File: src/rtl/bubble_sort_pkg.sv
// Shared types and control encodings for the bubble-sort sequencer.
// Optional feature macro used by the controller: BSORT_EARLY_EXIT_EN.
package bubble_sort_pkg;

    typedef enum logic [3:0] {
        S_IDLE,
        S_INIT,
        S_OUTER_CMP,
        S_INNER_INIT,
        S_INNER_CMP,
        S_RD_A,
        S_RD_B,
        S_CMP_AB,
        S_WR_A,
        S_WR_B,
        S_INC_I,
        S_INC_J,
        S_DONE
    } state_t;

    localparam logic [1:0] ALU_ADD = 2'b00;
    localparam logic [1:0] ALU_CMP = 2'b11;
    localparam logic [1:0] M1_I    = 2'b00;
    localparam logic [1:0] M1_J    = 2'b01;
    localparam logic [1:0] M1_A    = 2'b10;
    localparam logic [1:0] M2_N1   = 2'b00;
    localparam logic [1:0] M2_B    = 2'b01;
    localparam logic [1:0] M2_ONE  = 2'b10;
    localparam logic [1:0] M4_I    = 2'b00;
    localparam logic [1:0] M4_K    = 2'b10;

    typedef struct packed {
        logic       busy;
        logic       done;
        logic       mem_en;
        logic       rw_mem;
        logic       clear_eoc;
        logic       preset_eoc;
        logic       ld_a;
        logic       ld_b;
        logic       ld_i;
        logic       ld_j;
        logic       ld_k;
        logic       ld_n_1;
        logic       sel_m3;
        logic       sel_m5;
        logic       sel_m6;
        logic       sel_m7;
        logic       sel_m8;
        logic [1:0] sel_m1;
        logic [1:0] sel_m2;
        logic [1:0] sel_m4;
        logic [1:0] alu_sel;
    } ctrl_t;

    // Host owns the memory port in IDLE: address from addr_ptr, data from data_in.
    localparam ctrl_t CTRL_IDLE = '{
        busy: 1'b0, done: 1'b0, mem_en: 1'b0, rw_mem: 1'b0,
        clear_eoc: 1'b0, preset_eoc: 1'b0,
        ld_a: 1'b0, ld_b: 1'b0, ld_i: 1'b0, ld_j: 1'b0, ld_k: 1'b0, ld_n_1: 1'b0,
        sel_m3: 1'b0, sel_m5: 1'b0, sel_m6: 1'b0, sel_m7: 1'b1, sel_m8: 1'b1,
        sel_m1: M1_I, sel_m2: M2_N1, sel_m4: M4_I, alu_sel: ALU_ADD
    };

endpackage

File: src/rtl/bubble_sort_ctrl_decode.sv
// Combinational state-to-control-word decoder for the bubble-sort datapath.
// Only IDLE looks at anything besides the state (host memory pass-through).
module bubble_sort_ctrl_decode
    import bubble_sort_pkg::*;
(
    input  state_t i_state,
    input  logic   i_host_we,
    input  logic   i_host_re,
    output ctrl_t  o_ctrl
);

    always_comb begin
        o_ctrl      = '0;
        o_ctrl.busy = 1'b1;
        unique case (i_state)
            S_IDLE: begin
                o_ctrl        = CTRL_IDLE;
                o_ctrl.mem_en = i_host_we | i_host_re;
                o_ctrl.rw_mem = i_host_we;
            end
            S_INIT: begin
                o_ctrl.clear_eoc = 1'b1;
                o_ctrl.ld_j      = 1'b1;
                o_ctrl.sel_m6    = 1'b1;
                o_ctrl.ld_n_1    = 1'b1;
            end
            S_OUTER_CMP: begin
                o_ctrl.alu_sel = ALU_CMP;
                o_ctrl.sel_m1  = M1_J;
                o_ctrl.sel_m2  = M2_N1;
            end
            S_INNER_INIT: begin
                o_ctrl.ld_i   = 1'b1;
                o_ctrl.sel_m5 = 1'b1;
            end
            S_INNER_CMP: begin
                o_ctrl.alu_sel = ALU_CMP;
                o_ctrl.sel_m1  = M1_I;
                o_ctrl.sel_m2  = M2_N1;
            end
            S_RD_A: begin
                // Read a[i] while the ALU forms k = i + 1 in the same cycle.
                o_ctrl.mem_en  = 1'b1;
                o_ctrl.sel_m4  = M4_I;
                o_ctrl.ld_a    = 1'b1;
                o_ctrl.alu_sel = ALU_ADD;
                o_ctrl.sel_m1  = M1_I;
                o_ctrl.sel_m2  = M2_ONE;
                o_ctrl.ld_k    = 1'b1;
            end
            S_RD_B: begin
                o_ctrl.mem_en = 1'b1;
                o_ctrl.sel_m4 = M4_K;
                o_ctrl.ld_b   = 1'b1;
            end
            S_CMP_AB: begin
                o_ctrl.alu_sel = ALU_CMP;
                o_ctrl.sel_m1  = M1_A;
                o_ctrl.sel_m2  = M2_B;
            end
            S_WR_A: begin
                o_ctrl.mem_en = 1'b1;
                o_ctrl.rw_mem = 1'b1;
                o_ctrl.sel_m3 = 1'b1;
                o_ctrl.sel_m4 = M4_I;
            end
            S_WR_B: begin
                o_ctrl.mem_en = 1'b1;
                o_ctrl.rw_mem = 1'b1;
                o_ctrl.sel_m3 = 1'b0;
                o_ctrl.sel_m4 = M4_K;
            end
            S_INC_I: begin
                o_ctrl.alu_sel = ALU_ADD;
                o_ctrl.sel_m1  = M1_I;
                o_ctrl.sel_m2  = M2_ONE;
                o_ctrl.ld_i    = 1'b1;
            end
            S_INC_J: begin
                o_ctrl.alu_sel = ALU_ADD;
                o_ctrl.sel_m1  = M1_J;
                o_ctrl.sel_m2  = M2_ONE;
                o_ctrl.ld_j    = 1'b1;
            end
            S_DONE: begin
                o_ctrl.preset_eoc = 1'b1;
                o_ctrl.done       = 1'b1;
            end
            default: o_ctrl = CTRL_IDLE;
        endcase
    end

endmodule

File: src/rtl/bubble_sort_ctrl.sv
// Sequencing FSM for the in-place bubble-sort datapath plus host/engine memory arbitration.
// Define BSORT_EARLY_EXIT_EN to finish as soon as a full pass makes no swap.
module bubble_sort_ctrl
    import bubble_sort_pkg::*;
#(
    parameter int N = 16
) (
    input  logic       clk,
    input  logic       rst,
    input  logic       start,
    input  logic       host_we,
    input  logic       host_re,
    input  logic       in_1_eq_in_2,
    input  logic       in_1_gt_in_2,
    input  logic       in_1_lt_in_2,
    output logic       busy,
    output logic       done,
    output logic       mem_en,
    output logic       RW_MEM,
    output logic       clear_eoc,
    output logic       preset_eoc,
    output logic       ld_a,
    output logic       ld_b,
    output logic       ld_i,
    output logic       ld_j,
    output logic       ld_k,
    output logic       ld_n_1,
    output logic       sel_m3,
    output logic       sel_m5,
    output logic       sel_m6,
    output logic       sel_m7,
    output logic       sel_m8,
    output logic [1:0] sel_m1,
    output logic [1:0] sel_m2,
    output logic [1:0] sel_m4,
    output logic [1:0] ALU_sel
);

    if (N < 1) begin : g_bad_n
        $fatal(1, "bubble_sort_ctrl: N must be at least 1");
    end

    state_t r_state;
    ctrl_t  w_ctrl;
    logic   w_lt;
    logic   w_gt;
`ifdef BSORT_EARLY_EXIT_EN
    logic   r_swapped;
`endif

    // Flags are mutually exclusive from a sane ALU; eq vetoes a conflicting lt/gt.
    assign w_lt = in_1_lt_in_2 & ~in_1_eq_in_2;
    assign w_gt = in_1_gt_in_2 & ~in_1_eq_in_2;

    always_ff @(posedge clk) begin
        if (rst) begin
            r_state <= S_IDLE;
`ifdef BSORT_EARLY_EXIT_EN
            r_swapped <= 1'b0;
`endif
        end else begin
            unique case (r_state)
                S_IDLE:       if (start) r_state <= S_INIT;
                S_INIT:       r_state <= S_OUTER_CMP;
                S_OUTER_CMP:  r_state <= w_lt ? S_INNER_INIT : S_DONE;
                S_INNER_INIT: r_state <= S_INNER_CMP;
                S_INNER_CMP: begin
                    if (w_lt)
                        r_state <= S_RD_A;
                    else
`ifdef BSORT_EARLY_EXIT_EN
                        r_state <= r_swapped ? S_INC_J : S_DONE;
`else
                        r_state <= S_INC_J;
`endif
                end
                S_RD_A:       r_state <= S_RD_B;
                S_RD_B:       r_state <= S_CMP_AB;
                S_CMP_AB:     r_state <= w_gt ? S_WR_A : S_INC_I;
                S_WR_A:       r_state <= S_WR_B;
                S_WR_B:       r_state <= S_INC_I;
                S_INC_I:      r_state <= S_INNER_CMP;
                S_INC_J:      r_state <= S_OUTER_CMP;
                S_DONE:       r_state <= S_IDLE;
                default:      r_state <= S_IDLE;
            endcase
`ifdef BSORT_EARLY_EXIT_EN
            if (r_state == S_INNER_INIT)
                r_swapped <= 1'b0;
            else if (r_state == S_WR_A)
                r_swapped <= 1'b1;
`endif
        end
    end

    bubble_sort_ctrl_decode u_decode (
        .i_state   (r_state),
        .i_host_we (host_we),
        .i_host_re (host_re),
        .o_ctrl    (w_ctrl)
    );

    assign busy       = w_ctrl.busy;
    assign done       = w_ctrl.done;
    assign mem_en     = w_ctrl.mem_en;
    assign RW_MEM     = w_ctrl.rw_mem;
    assign clear_eoc  = w_ctrl.clear_eoc;
    assign preset_eoc = w_ctrl.preset_eoc;
    assign ld_a       = w_ctrl.ld_a;
    assign ld_b       = w_ctrl.ld_b;
    assign ld_i       = w_ctrl.ld_i;
    assign ld_j       = w_ctrl.ld_j;
    assign ld_k       = w_ctrl.ld_k;
    assign ld_n_1     = w_ctrl.ld_n_1;
    assign sel_m3     = w_ctrl.sel_m3;
    assign sel_m5     = w_ctrl.sel_m5;
    assign sel_m6     = w_ctrl.sel_m6;
    assign sel_m7     = w_ctrl.sel_m7;
    assign sel_m8     = w_ctrl.sel_m8;
    assign sel_m1     = w_ctrl.sel_m1;
    assign sel_m2     = w_ctrl.sel_m2;
    assign sel_m4     = w_ctrl.sel_m4;
    assign ALU_sel    = w_ctrl.alu_sel;

endmodule

File: config.mk
export PLATFORM = sky130hd
export DESIGN_NAME = bubble_sort_ctrl
export DESIGN_NICKNAME = d
export VERILOG_FILES = /design/src/rtl/bubble_sort_pkg.sv /design/src/rtl/bubble_sort_ctrl_decode.sv /design/src/rtl/bubble_sort_ctrl.sv
export SDC_FILE = /design/constraint.sdc
export NUM_CORES = 1
export LEC_CHECK = 0
export CAP_MARGIN = 20
export CORE_UTILIZATION = 30
export CTS_CLUSTER_DIAMETER = 40
export DETAILED_ROUTE_END_ITERATION = 10
export GPL_TIMING_DRIVEN = 1
export HOLD_SLACK_MARGIN = 0.02
export PLACE_DENSITY = 0.67
export SKIP_CTS_REPAIR_TIMING = 1
export SYNTH_ARGS = -nofsm -noshare
export SYNTH_HDL_FRONTEND = slang
export SYNTH_HIERARCHICAL = 1
export SYNTH_SLANG_ARGS = --single-unit
File: constraint.sdc
create_clock -name clk -period 2.7 [get_ports clk]
set_clock_uncertainty 0.05 [all_clocks]
set_input_delay 0.54 -clock clk [delete_from_list [all_inputs] [get_ports clk]]
set_output_delay 0.54 -clock clk [all_outputs]
set_load 0.02 [all_outputs]
* Yosys cells after proc, flatten, opt, wreduce, memory -nomap -nowiden
Index checks and enable logic that the tools add are counted.
** Operators by class
- Eq/ne operators :: 13
- Muxes and demuxes :: 20
- Bitwise operators :: 4
- Reductions and logical operators :: 9
** Operator list (count)
- $pmux W4 S10 :: 1
- $eq A4 B4 Y1 const B :: 5
- $eq A4 B3 Y1 const B :: 4
- $pmux W4 S4 :: 1
- $mux W4 :: 3
- $reduce_or A12 Y1 :: 1
- $reduce_or A2 Y1 :: 5
- $mux W1 :: 9
- $eq A4 B2 Y1 const B :: 2
- $mux W2 :: 4
- $eq A4 B1 Y1 const B :: 1
- $logic_not A4 Y1 :: 1
- $pmux W1 S2 :: 2
- $reduce_or A4 Y1 :: 1
- $reduce_or A3 Y1 :: 1
- $and A1 B1 Y1 :: 2
- $ne A2 B2 Y1 const B :: 1
- $not A1 Y1 :: 1
- $or A1 B1 Y1 :: 1
** Storage, ports and cells
- Register bits after elaboration :: 4
- Input port bits :: 8
- Output and inout port bits :: 25
- Word-level logic and storage cells :: 47

* Longest topological paths before layout
Gate-level depths: netlist (run 1).
- Depth in word-level cells :: 4
- Depth in mapped cells :: 5
- Depth with buffers taken out :: 4

* By module
Netlist (run 1), hierarchy kept.
** By module, submodules not included
- bubble_sort_ctrl :: instances 1, cells each 34, area an instance 322.8 µm²
- bubble_sort_ctrl_decode :: instances 1, cells each 51, area an instance 305.3 µm²

* Worst setup path after synthesis (run 1)
No wires, ideal clock.
- Path type :: register to output
- From :: register r_state[2]
- To :: output port done
- Arrival time :: 1501 ps
- Data required time :: 2110 ps
- Setup slack :: 609 ps
- Stages on the path, launching flop included :: 5
- Path buffers :: 2
- Cells stage by stage :: dfxtp_1 buf_2 nand2_1 nor3_1 buf_4
** Between the ends
- Word-level cells in the longest chain between the ends :: 2
** Ends and longest elaborated chain
- start, declared :: RTL line bubble_sort_ctrl.sv:43 : state_t r_state;
- start signal, assigned :: RTL line bubble_sort_ctrl.sv:65 : S_OUTER_CMP: r_state <= w_lt ? S_INNER_INIT : S_DONE;
- start signal, assigned :: RTL line bubble_sort_ctrl.sv:79 : S_CMP_AB: r_state <= w_gt ? S_WR_A : S_INC_I;
- $eq A4 B4 Y1
- $mux W1
- end, declared :: RTL line bubble_sort_ctrl.sv:17 : output logic done,
No other way between the ends.

* Worst setup path after layout (run 1)
- From :: register r_state[3]
- To :: output port ld_j
** Between the ends
- Word-level cells in the longest chain between the ends :: 3
- Elaborated cells between the ends (all ways) :: 4
** Ends and longest elaborated chain
- $eq A4 B1 Y1 / $eq A4 B4 Y1 (equally long branches) :: RTL line bubble_sort_ctrl_decode.sv:15 : unique case (i_state)
- $reduce_or A2 Y1 (no source line) (*)
- $mux W1 (*) :: RTL line bubble_sort_ctrl_decode.sv:15
- end, declared :: RTL line bubble_sort_ctrl.sv:25 : output logic ld_j,
Every way passes the cells marked *; elsewhere a longest branch is shown, timed or not.

==> results.json, run 1 <==
{
  "area_delta_synth_final_pct": 45.2,
  "grt_pass1_wl_um": 2150,
  "dr.first_iter.drc_count": 6,
  "ios": 33,
  "comb_power_share_pct": 62.4,
  "viasPerCell": 4.88,
  "numPortBuffers": 31,
  "power.share.sequential_pct": 20.4,
  "antenna_left": 0,
  "cts_tree": "done",
  "switchingPower_mw": 0.180,
  "synth_top_area_share_pct": 12.7,
  "rsz0062_at_grt": "no",
  "cts_sinks": 4,
  "grt_max_degree": 14,
  "wl_um": 1360,
  "grt_usage_pct": 13.5,
  "drive_above_1_share_pct": 14.8,
  "setup_ws_ns": 0.193,
  "diodes": 0,
  "antenna_found_initial": 0,
  "p_leak_nw": 0.325,
  "largestRegisters": "r_state (4)",
  "fin_area_um2": 912,
  "die_h_um": 47.8,
  "required_ns": 2.11,
  "hold_viol_final": 0,
  "slew_viol_final": 0,
  "die_x_um": 47.8,
  "synth_enable_flop_cells": 0,
  "synth_top_cell_by_area": "dfxtp_1",
  "gp_congestion": 0.741,
  "clk_latency_ns": 0.23,
  "start_util_pct": 32.0,
  "clockBufferDepth": 2,
  "drv_cap": 0,
  "design.core.area_um2": 1960,
  "syn_avg_cell_area_um2": 7.39,
  "min_path_type": "register to register",
  "synth.area.top_cells": "dfxtp_1 (13%), buf_4 (11%), nor2_1 (6.6%), nor3_1 (6.4%), buf_6 (5.4%)",
  "synth_cell_types": 35,
  "drt_pass1_iterations": 4,
  "status": "finished, final reports clean",
  "dp_hpwl_um": 1060,
  "cts_inserted_buffers": 3,
  "layout.nets": 118,
  "grt-ovfl-total": 0,
  "final_cell_mix": "clkdlybuf4s50_1 (30), nor2_1 (11), nor3_1 (8)",
  "arrival_ns": 1.92,
  "intPower_mw": 0.244,
  "final_common_cell": "clkdlybuf4s50_1",
  "critPathCaptureType": "output pin",
  "largest_register_ffs": 4,
  "max_clock_freq_mhz": 399,
  "synth_seq_cells": 4,
  "post-route-period-util_pct": 92.9,
  "num_vias": 659,
  "regMostFlops": "r_state",
  "pre_cts_ws_ns": -0.0189,
  "drc": 0,
  "grt_pass1_vias": 528,
  "netlist_area_um2": 628,
  "seq_area_frac_synth_pct": 12.7,
  "yosysWarningCount": 6,
  "path_class": "register to output pin",
  "fin_crit_ns": 2.51,
  "ir_drop_mv": 0.166,
  "placed_area_um2": 886,
  "post_drt_wl_per_cell_um": 10.1,
  "die_area_um2": 2280,
  "clockRootBuffer": "clkbuf_4",
  "crit_fanout": 13,
  "syn_inst": 85,
  "htree_levels": 1,
  "num_rows": 16,
  "synthArstFlopShare_pct": 0,
  "power_density_nw_per_um2": 465,
  "critPathLaunchType": "register",
  "finalSetupViolCount": 0,
  "syn-num-nets": 93,
  "yosys_most_used_dff": "dfxtp_1",
  "clkTransAtPathRegs_ns": 0.04,
  "clkPwrFrac_pct": 17.2,
  "swShare_pct": 42.4
}
## cell type report
| type | count | area (um^2) |
|---|---|---|
| timing repair buffer | 35 | 343 |
| tap | 27 | 33.8 |
| inverter | 2 | 10.0 |
| fill | 209 | 1050 |
| multi-input combinational | 64 | 422 |
| clock buffer | 3 | 22.5 |
| sequential | 4 | 81.3 |
## final timing paths
path	depth (start not counted)	from	slack (ns)	to
max	4	r_state[3]	0.19	ld_j
min	3	r_state[0]	0.75	r_state[1]
max reg2reg	4	r_state[2]	1.18	r_state[2]
min reg2reg	3	r_state[0]	0.75	r_state[1]
## synth_stat cells, types with 2 or more instances
master / instances
o22ai_1: 2
buf_4: 9
nor3_1: 8
nor2_1: 11
nand2b_1: 5
and2_1: 2
nor2b_1: 2
xor2_1: 2
o21ai_0: 2
o21a_1: 2
dfxtp_1: 4
buf_2: 3
nand2_1: 5
a21oi_1: 5
buf_6: 3
## critical path, stage by stage, from the launching register on
cell and delay (ns):
dfxtp_1 0.55, buf_4 0.29, xor2_1 0.08, nor3_1 0.13, clkdlybuf4s50_1 0.63
## metrics by stage
| stage | setup TNS [ns] | cells | utilization (%) | total power [mW] | hold WS (ns) |
|---|---|---|---|---|---|
| floorplan | 0 | 85 | - | 0.270 | 0.525 |
| global placement | -0.00295 | 132 | 45.2 | 0.351 | 0.764 |
| detailed placement | -0.0189 | 132 | 45.2 | 0.355 | 0.788 |
| CTS | -0.0197 | 135 | 46.3 | 0.432 | 0.791 |
| global route | 0 | 135 | 46.5 | 0.460 | 0.782 |
| finish | 0 | 135 | 46.5 | 0.424 | 0.746 |
## layer usage
metal	global-route usage (%)	share of wire, %
met5	0	0
met4	6.67	0
met3	4.53	7.3
met2	21.6	49
met1	16.0	44
## cells by family (layout without fill, tap and decap cells)
group	after synthesis	count (layout)	synth area share (%)
and+or+nand+nor	38	38	32.5
AOI/OAI and AO/OA	21	21	28.1
buffers and inverters	17	40	20.1
DFF	4	4	12.7
xor gates and xnor gates	3	3	4.18
other	1	1	0.597
muxes	1	1	1.79
## power groups by stage
stage                     clock network (mW)  registers (mW)  logic, mW
after detailed placement                   0          0.0870      0.268
after floorplan                            0          0.0738      0.196
after CTS                             0.0768          0.0862      0.269
final                                 0.0730          0.0864      0.265
after global routing                  0.0825          0.0896      0.288
after global placement                     0          0.0874      0.263
No activity file was read; power rests on OpenSTA's default activity.
==> run 2: changes to the inputs <==
--- a/config.mk
+++ b/config.mk
@@ -12,7 +12,6 @@
 export GPL_TIMING_DRIVEN = 1
 export HOLD_SLACK_MARGIN = 0.02
 export PLACE_DENSITY = 0.67
-export SKIP_CTS_REPAIR_TIMING = 1
 export SYNTH_ARGS = -nofsm -noshare
 export SYNTH_HDL_FRONTEND = slang
 export SYNTH_HIERARCHICAL = 1
==> run 2 against run 1 <==
Against the previous run:
- worst setup slack is essentially flat
- global-route usage did not move
- maximum frequency is essentially flat
- first-iteration DRC count did not move
- via count is 0.15% lower
- critical path type unchanged
- highest routed layer unchanged
==> results.json, run 2 (synthesis gave the netlist of run 1 again) <==
{
  "cts_tree": "done",
  "p_leak_nw": 0.318,
  "hold-path-endpoint": "r_state[1]",
  "htree_levels": 1,
  "timing.reg2reg.setup_slack_ns": 1.18,
  "reg2reg_to": "r_state[2]",
  "rsz0062_at_grt": "no",
  "worstHoldStart": "r_state[0]",
  "num_rows": 16,
  "die_area_um2": 2280,
  "clockRootBuffer": "clkbuf_4",
  "clockBufferDepth": 2,
  "critPathLaunchType": "register",
  "hold_viol_final": 0,
  "final_cell_mix": "clkdlybuf4s50_1 (30), nor2_1 (11), nor3_1 (8)",
  "grt_max_degree": 14,
  "die_x_um": 47.8,
  "design.core.area_um2": 1960,
  "start_util_pct": 32.0,
  "dp_hpwl_um": 1060,
  "antenna_left": 0,
  "num_vias": 658,
  "worstRegToRegCells": 4,
  "grt_pass1_vias": 528,
  "hold_slack_ns": 0.746,
  "num-fill-cells": 211,
  "path_class": "register to output pin",
  "post-route-period-util_pct": 92.9,
  "required_ns": 2.11,
  "clk_latency_ns": 0.23,
  "drc": 0,
  "status": "finished, final reports clean",
  "dr.first_iter.drc_count": 6,
  "viasPerCell": 4.87,
  "slowest_stage": "clkdlybuf4s50_1",
  "dp_cells": 132,
  "final_cells": 135,
  "grt-ovfl-total": 0,
  "crit_fanout": 13,
  "crit_chain": "buf_4 -> xor2_1 -> nor3_1 -> clkdlybuf4s50_1",
  "cts_sinks": 4,
  "cpPeakStageDelay_ns": 0.63,
  "ios": 33,
  "slew_viol_final": 0,
  "antenna_found_initial": 0,
  "die_h_um": 47.8,
  "setup_ws_ns": 0.193,
  "regMostFlops": "r_state",
  "pre_cts_ws_ns": -0.0189,
  "gp_congestion": 0.741,
  "drv_cap": 0,
  "arrival_ns": 1.92,
  "area_delta_synth_final_pct": 44.6,
  "r2r-start": "r_state[2]",
  "largestRegisters": "r_state (4)",
  "critPathCaptureType": "output pin",
  "final_common_cell": "clkdlybuf4s50_1",
  "cts_inserted_buffers": 3,
  "power_density_nw_per_um2": 465,
  "hold_depth": 3,
  "drive_above_1_share_pct": 14.8,
  "wl_um": 1360,
  "hold_buffers": 0,
  "max_clock_freq_mhz": 399,
  "grt_pass1_wl_um": 2150,
  "multiInputGateArea_um2": 422,
  "clkTransAtPathRegs_ns": 0.04,
  "grt_usage_pct": 13.5,
  "regArea_um2": 81.3,
  "diodes": 0,
  "min_path_type": "register to register",
  "ir_drop_mv": 0.166,
  "numPortBuffers": 31,
  "finalSetupViolCount": 0,
  "largest_register_ffs": 4,
  "drt_pass1_iterations": 4,
  "p_total_mw": 0.422,
  "fin_crit_ns": 2.51,
  "post_drt_wl_per_cell_um": 10.1,
  "layout.nets": 118
}
-- run 2: cell types whose count changed in the layout (fill, tap and decap cells not counted), sizes merged --
cell and change:
dlygate4sd2 +1, dlymetal6s2s -1
-- run 2: worst max-delay path, delay by kind of cell (launching register included) --
| kind | cells | cell delay, ns |
|---|---|---|
| xor gates and xnor gates | 1 | 0.08 |
| buffers and inverters | 2 | 0.92 |
| DFF | 1 | 0.55 |
| and+or+nand+nor | 1 | 0.13 |
-- run 2: worst max path at each step --
stage / startpoint / end / slack (ns) / cells after the start
final: r_state[3] / ld_j / 0.19 / 4
after global routing: r_state[3] / RW_MEM / 0.05 / 4
after CTS: r_state[0] / clear_eoc / 0.04 / 3
after detailed placement: host_we / mem_en / -0.02 / 5
after global placement: host_we / mem_en / -0.003 / 5
after floorplan: r_state[2] / done / 0.61 / 4
-- run 2: power breakdown --
group          switching, mW  internal, mW
registers             0.0202        0.0662
clock network         0.0233        0.0497
logic                  0.136         0.127
-- run 2: area by class of cell --
| class | count | share of cell area [%] |
|---|---|---|
| timing repair buffer | 35 | 37.3 |
| sequential | 4 | 8.95 |
| tap | 27 | 3.72 |
| clock buffer | 3 | 2.48 |
| inverter | 2 | 1.10 |
| multi-input combinational | 64 | 46.4 |
-- run 2: repair_timing --
item | in CTS | in global routing
setup buffers | 0 | 0
cloned | 0 | 0
gates resized for setup | 1 | 1
endpoints found under the setup margin | 1 | 3
-- run 2: layer usage --
layer | vias to the layer above | GRT usage (%) | part of all wire, %
met5 | - | 0 | 0
met4 | 0 | 6.67 | 0
met3 | 0 | 4.53 | 7.2
met2 | 25 | 21.6 | 49
met1 | 295 | 16.0 | 44
li1 | 338 | - | -
-- run 2: through the flow --
step / setup TNS [ns] / area [um^2] / utilization [%]
after floorplan: 0 / 628 / -
after global placement: -0.00295 / 886 / 45.2
after detailed placement: -0.0189 / 886 / 45.2
after CTS: 0 / 907 / 46.2
after global routing: 0 / 908 / 46.3
final: 0 / 908 / 46.3
